<file path="src/rtl/cla_adder_4bit.sv">
// cla_adder_4bit: registered carry-lookahead adder, sum = a + b + cin.
// WIDTH must be a positive multiple of 4. Each 4-bit group has flat
// lookahead carries, and a second-level lookahead unit turns the group P/G
// into group carry-ins, so carry depth does not grow bit by bit.
// Registered group_p/group_g outputs let the block feed a wider CLA tree.
// Optional macro CLA_OVF_EN adds a registered signed-overflow output ovf.
module cla_adder_4bit #(
    parameter int WIDTH = 4
) (
    input  logic             clk,
    input  logic             rst,
    input  logic             in_valid,
    input  logic [WIDTH-1:0] a,
    input  logic [WIDTH-1:0] b,
    input  logic             cin,
    output logic             out_valid,
    output logic [WIDTH-1:0] sum,
    output logic             cout,
    output logic             group_p,
    output logic             group_g
`ifdef CLA_OVF_EN
    ,
    output logic             ovf
`endif
);

    localparam int NG = WIDTH / 4;

    // Per-bit generate/propagate.
    logic [WIDTH-1:0] bit_g;
    logic [WIDTH-1:0] bit_p;

    // Group-level generate/propagate and group carry-ins (gc[NG] is the carry-out).
    logic [NG-1:0]    grp_g;
    logic [NG-1:0]    grp_p;
    logic [NG:0]      gc;

    // Full carry vector: c[i] is the carry into bit i, c[WIDTH] the carry-out.
    logic [WIDTH:0]   c;

    // Whole-block generate, i.e. the carry-out when cin = 0.
    logic             blk_g;

    // Next-state values for the output registers.
    logic [WIDTH-1:0] sum_d;
    logic             cout_d;
    logic             gp_d;
    logic             gg_d;

    // Output registers.
    logic [WIDTH-1:0] sum_q;
    logic             cout_q;
    logic             gp_q;
    logic             gg_q;
    logic             valid_q;

`ifdef CLA_OVF_EN
    logic             ovf_d;
    logic             ovf_q;
`endif

    // AND of v[lo .. hi-1]; an empty span yields 1 so it acts as a neutral term.
    function automatic logic span_and(input logic [NG-1:0] v, input int lo, input int hi);
        logic r;
        r = 1'b1;
        for (int i = 0; i < NG; i++) begin
            if (i >= lo && i < hi) begin
                r = r & v[i];
            end
        end
        return r;
    endfunction

    assign bit_g = a & b;
    assign bit_p = a ^ b;

    // Per-group lookahead: group P/G and the three internal carries, all flat
    // sum-of-products driven from the group carry-in gc[k].
    for (genvar k = 0; k < NG; k++) begin : g_group
        localparam int B = 4 * k;

        assign grp_p[k] = bit_p[B+3] & bit_p[B+2] & bit_p[B+1] & bit_p[B];

        assign grp_g[k] = bit_g[B+3]
                        | (bit_p[B+3] & bit_g[B+2])
                        | (bit_p[B+3] & bit_p[B+2] & bit_g[B+1])
                        | (bit_p[B+3] & bit_p[B+2] & bit_p[B+1] & bit_g[B]);

        assign c[B]   = gc[k];

        assign c[B+1] = bit_g[B]
                      | (bit_p[B] & gc[k]);

        assign c[B+2] = bit_g[B+1]
                      | (bit_p[B+1] & bit_g[B])
                      | (bit_p[B+1] & bit_p[B] & gc[k]);

        assign c[B+3] = bit_g[B+2]
                      | (bit_p[B+2] & bit_g[B+1])
                      | (bit_p[B+2] & bit_p[B+1] & bit_g[B])
                      | (bit_p[B+2] & bit_p[B+1] & bit_p[B] & gc[k]);
    end

    assign c[WIDTH] = gc[NG];

    // Second-level lookahead: each group carry-in is a flat OR of generate
    // terms qualified by the propagates between them, never a chain of gc.
    always_comb begin
        // NOTE: every variable written here gets a default first, so no path
        // leaves it unassigned and no latch is inferred.
        gc    = '0;
        blk_g = 1'b0;
        gc[0] = cin;
        for (int k = 1; k <= NG; k++) begin
            gc[k] = span_and(grp_p, 0, k) & cin;
            for (int j = 0; j < k; j++) begin
                gc[k] = gc[k] | (grp_g[j] & span_and(grp_p, j + 1, k));
            end
        end
        for (int j = 0; j < NG; j++) begin
            blk_g = blk_g | (grp_g[j] & span_and(grp_p, j + 1, NG));
        end
    end

    // Next-state results for the output registers.
    always_comb begin
        sum_d  = bit_p ^ c[WIDTH-1:0];
        cout_d = c[WIDTH];
        gp_d   = &bit_p;
        gg_d   = blk_g;
`ifdef CLA_OVF_EN
        ovf_d  = c[WIDTH] ^ c[WIDTH-1];
`endif
    end

    // Output registers: reset clears everything, a valid input loads a new
    // result, otherwise the previous result is held and out_valid drops.
    always_ff @(posedge clk) begin
        // NOTE: sequential state uses non-blocking assignments so every
        // register samples its inputs from before the edge.
        if (rst) begin
            sum_q   <= '0;
            cout_q  <= 1'b0;
            gp_q    <= 1'b0;
            gg_q    <= 1'b0;
            valid_q <= 1'b0;
`ifdef CLA_OVF_EN
            ovf_q   <= 1'b0;
`endif
        end else begin
            valid_q <= in_valid;
            if (in_valid) begin
                sum_q  <= sum_d;
                cout_q <= cout_d;
                gp_q   <= gp_d;
                gg_q   <= gg_d;
`ifdef CLA_OVF_EN
                ovf_q  <= ovf_d;
`endif
            end
        end
    end

    assign out_valid = valid_q;
    assign sum       = sum_q;
    assign cout      = cout_q;
    assign group_p   = gp_q;
    assign group_g   = gg_q;
`ifdef CLA_OVF_EN
    assign ovf       = ovf_q;
`endif

endmodule

</file>
<file path="config.mk">
export PLATFORM = sky130hd
export DESIGN_NAME = cla_adder_4bit
export DESIGN_NICKNAME = d
export VERILOG_FILES = /design/src/rtl/cla_adder_4bit.sv
export SDC_FILE = /design/constraint.sdc
export NUM_CORES = 1
export LEC_CHECK = 0
export ABC_AREA = 1
export CAP_MARGIN = 20
export CORE_AREA = 2 2 39 41
export CTS_BUF_LIST = sky130_fd_sc_hd__clkbuf_16
export CTS_CLUSTER_DIAMETER = 60
export CTS_CLUSTER_SIZE = 24
export DETAILED_ROUTE_END_ITERATION = 7
export DIE_AREA = 0 0 41 43
export PLACE_DENSITY = 0.74
export SYNTH_ARGS = -nofsm -noshare
export SYNTH_HDL_FRONTEND = slang
export SYNTH_SLANG_ARGS = --single-unit
export TNS_END_PERCENT = 5
</file>
<file path="constraint.sdc">
create_clock -name clk -period 3.4 [get_ports clk]
set_input_delay 0.68 -clock clk [delete_from_list [all_inputs] [get_ports clk]]
set_output_delay 0.68 -clock clk [all_outputs]
set_load 0.005 [all_outputs]
</file>
* After elaboration in Yosys (flattened, before gate mapping)
Index checks and enable logic that the tools add are counted.
** Storage, ports and cells
- Bits in registers :: 8
- Output and inout port bits :: 8
** Operators by class
- Reduce and logical (&&, ||, !) cells :: 1
- Bitwise gates (word level) :: 29
** Operators by type and width (count)
- 1-bit AND :: 16
- 1-bit bitwise OR :: 10
- 4-bit bitwise XOR :: 2
- 4-bit AND :: 1
- 4-bit AND reduction :: 1

* Longest topological paths before layout
- Word-level depth :: 6
- Gate-level depth with buffers :: 9
- Gate-level depth less buffers :: 9

* Worst setup path after synthesis
OpenSTA, ideal clock, no wires.
- Kind :: input to register
- From :: in a[1]
- To :: reg sum_q[3] (netlist: sum[3])
- Path slack :: 1.835 ns
- Stages :: 7
- Arrival :: 1.448 ns
- Buffers on the path :: 0
- Path through :: ha_1 > nand2_1 > nor2_1 > nor2_1 > a21oi_2 > nor2_1 > nor2_1
** Between the ends
- Word-level cells in the longest chain between the ends :: 6
- Elaborated cells on any way between the ends :: 11
- Those cells by class :: bitwise (11)
** RTL lines
- from (decl) :: line 13 : input logic [WIDTH-1:0] a,
- 4-bit AND / 4-bit bitwise XOR (equally long branches) :: line 74, 75
- 1-bit AND, on equally long branches :: line 99, 100, 101
- 1-bit bitwise OR, or another cell as far along :: line 99 : | (bit_p[B+2] & bit_g[B+1])
- 1-bit bitwise OR / 1-bit AND (equally long branches) :: line 100, 101
- 1-bit bitwise OR * :: line 101 : | (bit_p[B+2] & bit_p[B+1] & bit_p[B] & gc[k]);
- 4-bit bitwise XOR * :: line 127 : sum_d = bit_p ^ c[WIDTH-1:0];
- to (signal assigned) :: line 153 : sum_q <= sum_d;
- to (decl) :: line 51 : logic [WIDTH-1:0] sum_q;
Every way passes the cells marked *; elsewhere a longest branch is shown, timed or not.
A chain may end at the register's enable or synchronous reset.

* Worst setup path after layout
- From :: in a[0]
- To :: reg sum_q[1] (netlist: sum[1])
** Between the ends
- Word-level cells in the longest chain between the ends :: 4
- Elaborated cells on any way between the ends :: 5
- Those cells by class :: bitwise (5)
** RTL lines
- 4-bit bitwise XOR :: line 75 : assign bit_p = a ^ b;
- 1-bit AND :: line 92 : | (bit_p[B] & gc[k]);
- 1-bit bitwise OR * :: line 92
- 4-bit bitwise XOR * :: line 127
Marked as above.

==> results.md <==
- Number of DRC violations after detailed-routing iteration 0: 12
- Clock Tree Buf Depth: 2
- Number of standard cells after synthesis: 72
- Antenna cells: 0
- Number of synthesized flops with an enable pin: 0
- Ranking of synthesized cells by area: sky130_fd_sc_hd__dfxtp_1 (31%), sky130_fd_sc_hd__ha_1 (12%), sky130_fd_sc_hd__nand2_1 (10%), sky130_fd_sc_hd__inv_1 (8.0%), sky130_fd_sc_hd__nor2_1 (6.5%)
- Worst slew pin tran: 0.376 ns
- PostCTS Resize Cnt: 0
- Drt via density: 4.77
- Non-Filler Cell Area, Final: 795 um^2
- DR vias: 520
- Detailed-routing iteration count for the pre-antenna-repair pass: 4
- Number of filler instances in the final layout: 125
- Most frequently used cell type in the post-synthesis netlist: sky130_fd_sc_hd__nand2_1
- Distinct cell type count after synthesis: 16
- # port buffers: 19
- Most frequently used flop master after synthesis: sky130_fd_sc_hd__dfxtp_1
- DR WL/cell: 11.3 um
- Total Routing Usage GR: 17.0%
- Top-area cell type share of the netlist area: 31.0%
- X dimension of the die: 41 um
- Final wirelength: 1230 um
- Clock-pin slew on the worst setup and hold paths: 0.04 ns
- Class of the most critical hold timing path: flip-flop to flip-flop
- CTS tree: built
- Critical path endpoint category: flip-flop
- Placement-stage cell area: 719 um^2
- Gp weighted congestion: 0.839
- Hold violation count in the final report: 0
- Pwr/cell area: 476 nW/um^2
- Relative slew margins: 74.9%
- Hold_buf cts: 0
- Number of nets in the final layout: 113
- Multiplexer share of the synthesized area: 0%
- Share of synthesized cell area in and, or, nand and nor gates: 29.5%
- Initial antenna violation count: 0
- FF+latch area: 160 um^2
- Maximum vdd drop: 0.299 mV
- Residual antenna-violating net count after detailed routing: 0
- Combined area of the multi-input logic cells: 300 um^2
- Core region area: 1380 um^2
- First-pass GRT wire length: 2010 um
- Sequential fraction of the synthesis area: 31.0%
- Sum of net half-perimeters after detailed placement: 899 um
- Finish-stage setup viols: 0
- Cell area after technology mapping: 517 um^2
- TritonCTS sink count: 8
- H-Tree Level Count: 1
- Upper clock frequency limit: 0.527 GHz
- Aggregate negative setup slack: 0 ns
- Dominant combinational cell family by area after synthesis: simple AND/OR/NAND/NOR gates
- Synth warnings: 0
- Synthesized-area fraction occupied by ao, oa, aoi and oai cells: 10.9%
- Num ports: 20
- Setup repair after global routing missed its margin: no
- Maximum fanout along the worst path: 3
- Number of global-route vias before repair: 523
- Clock latency at the later pin of the worst-skew pair: 0.23 ns
- Post-route setup slack: 1.50 ns
- CTS buffer count: 3
- Clock tree root driver cell: sky130_fd_sc_hd__clkbuf_16
- Fraction of the mapped netlist area in adder cells: 16.0%
- Maximum number of pins on one net before global-route repair: 12
- Startpoint class of the critical path: primary input
- Area of the die: 1760 um^2
- Run status: completed
- Number of standard-cell rows in the floorplan: 14
- Cell types with the highest counts after synthesis: sky130_fd_sc_hd__nand2_1 (14), sky130_fd_sc_hd__inv_1 (11), sky130_fd_sc_hd__nor2_1 (9)
- Gr ovfl total: 0
- Data arrival time of the critical path: 2.02 ns
- Total of max-cap violations: 0
- FF+latch count, synth: 8
- Remaining DRCs: 0
- Clock Skew: 0 ns
- Number of pins with negative max-slew slack in the final report: 0
- Leak Pwr: 0.373 nW
- Worst Setup Slack post-DPL: 1.24 ns
- Initial core utilization: 37.3%
- Mean instance size in the synthesized netlist: 7.18 um^2
- Dominant cell type by area after synthesis: sky130_fd_sc_hd__dfxtp_1
- Number of buffers inserted by post-CTS setup repair: 0
- Required time of the critical path: 3.52 ns
- Category of the critical setup timing path: primary input to flip-flop
- Synthesis-to-layout area growth: 53.8%
- FFs w/ async S/R, synth: 0%
- Post-synthesis net count: 90
- Period Utilization, post-route: 55.8%
- Share of layout cells above drive strength 1: 11.8%
- Post-Route Hold Slack: 0.470 ns
- Clock period minus final worst setup slack: 1.90 ns
- Parity-gate share of the synthesized area counting xor and xnor cells: 1.69%
- Die height: 43 um
==> through the flow <==
stage | utilization [%] | instances | power, mW
floorplan | - | 72 | 0.147
global placement | 52.0 | 106 | 0.181
detailed placement | 52.0 | 106 | 0.183
CTS | 57.4 | 109 | 0.382
global route | 57.4 | 109 | 0.398
finish | 57.4 | 109 | 0.378
==> cell families (layout without fill, tap and decap cells) <==
logic type / Yosys count / after routing
simple gates: 34 / 34
buf+inv: 14 / 35
compound gates: 9 / 9
flops: 8 / 8
fa+ha+maj: 6 / 6
xor+xnor: 1 / 1
==> layout by cell type, fill, tap and decap left out <==
master / netlist / layout
sky130_fd_sc_hd__a21oi_1: 3 / 3
sky130_fd_sc_hd__a21oi_2: 3 / 3
sky130_fd_sc_hd__clkbuf_16: 0 / 3
sky130_fd_sc_hd__clkdlybuf4s50_1: 0 / 19
sky130_fd_sc_hd__dfxtp_1: 8 / 8
sky130_fd_sc_hd__fa_1: 1 / 1
sky130_fd_sc_hd__ha_1: 5 / 5
sky130_fd_sc_hd__inv_1: 11 / 11
sky130_fd_sc_hd__inv_2: 2 / 2
sky130_fd_sc_hd__nand2_1: 14 / 14
sky130_fd_sc_hd__nand2_2: 2 / 2
sky130_fd_sc_hd__nand3_1: 5 / 5
sky130_fd_sc_hd__nand3_2: 1 / 1
sky130_fd_sc_hd__nand4_1: 3 / 3
sky130_fd_sc_hd__nor2_1: 9 / 9
sky130_fd_sc_hd__o21ai_0: 3 / 3
sky130_fd_sc_hd__xnor2_1: 1 / 1
==> power by group <==
part | switching [mW] | leakage (nW) | internal (mW)
Sequential | 0.00324 | 0.0661 | 0.101
Combinational | 0.0377 | 0.270 | 0.0408
Clock | 0.0433 | 0.0370 | 0.151
Total | 0.0843 | 0.373 | 0.294
==> registers in the layout, summed over array words and instances, names as in the netlist <==
signal	count
cout	1
group_g	1
out_valid	1
sum	4
group_p	1
==> area by class of cell <==
cell class / count / area share (%)
Tap cell: 16 / 2.52
Sequential cell: 8 / 20.2
Timing Repair Buffer: 19 / 23.9
Inverter: 13 / 6.14
Clock buffer: 3 / 9.45
Multi-Input combinational cell: 50 / 37.8
==> critical path, cell delays in order <==
cell and delay (ns):
sky130_fd_sc_hd__clkdlybuf4s50_1 0.50, sky130_fd_sc_hd__inv_1 0.07, sky130_fd_sc_hd__fa_1 0.43, sky130_fd_sc_hd__xnor2_1 0.13
sky130_fd_sc_hd__o21ai_0 0.14, sky130_fd_sc_hd__inv_1 0.05
==> path summary, 6_finish.rpt <==
| check | start | to | slack (ns) | cells after the start |
|---|---|---|---|---|
| max | a[0] | sum[1] | 1.50 | 6 |
| min | group_p | group_p | 0.47 | 2 |
| max reg2reg | sum[1] | sum[1] | 2.73 | 4 |
| min reg2reg | group_p | group_p | 0.47 | 2 |
==> routing by layer <==
| layer | global-route usage (%) | up-vias | wire length [um] |
|---|---|---|---|
| met5 | 0 | - | 0 |
| met4 | 10.0 | 0 | 36 |
| met3 | 5.76 | 4 | 48 |
| met2 | 26.6 | 14 | 658 |
| met1 | 18.8 | 233 | 488 |
| li1 | - | 269 | - |
No activity file was read; power rests on OpenSTA's default activity.
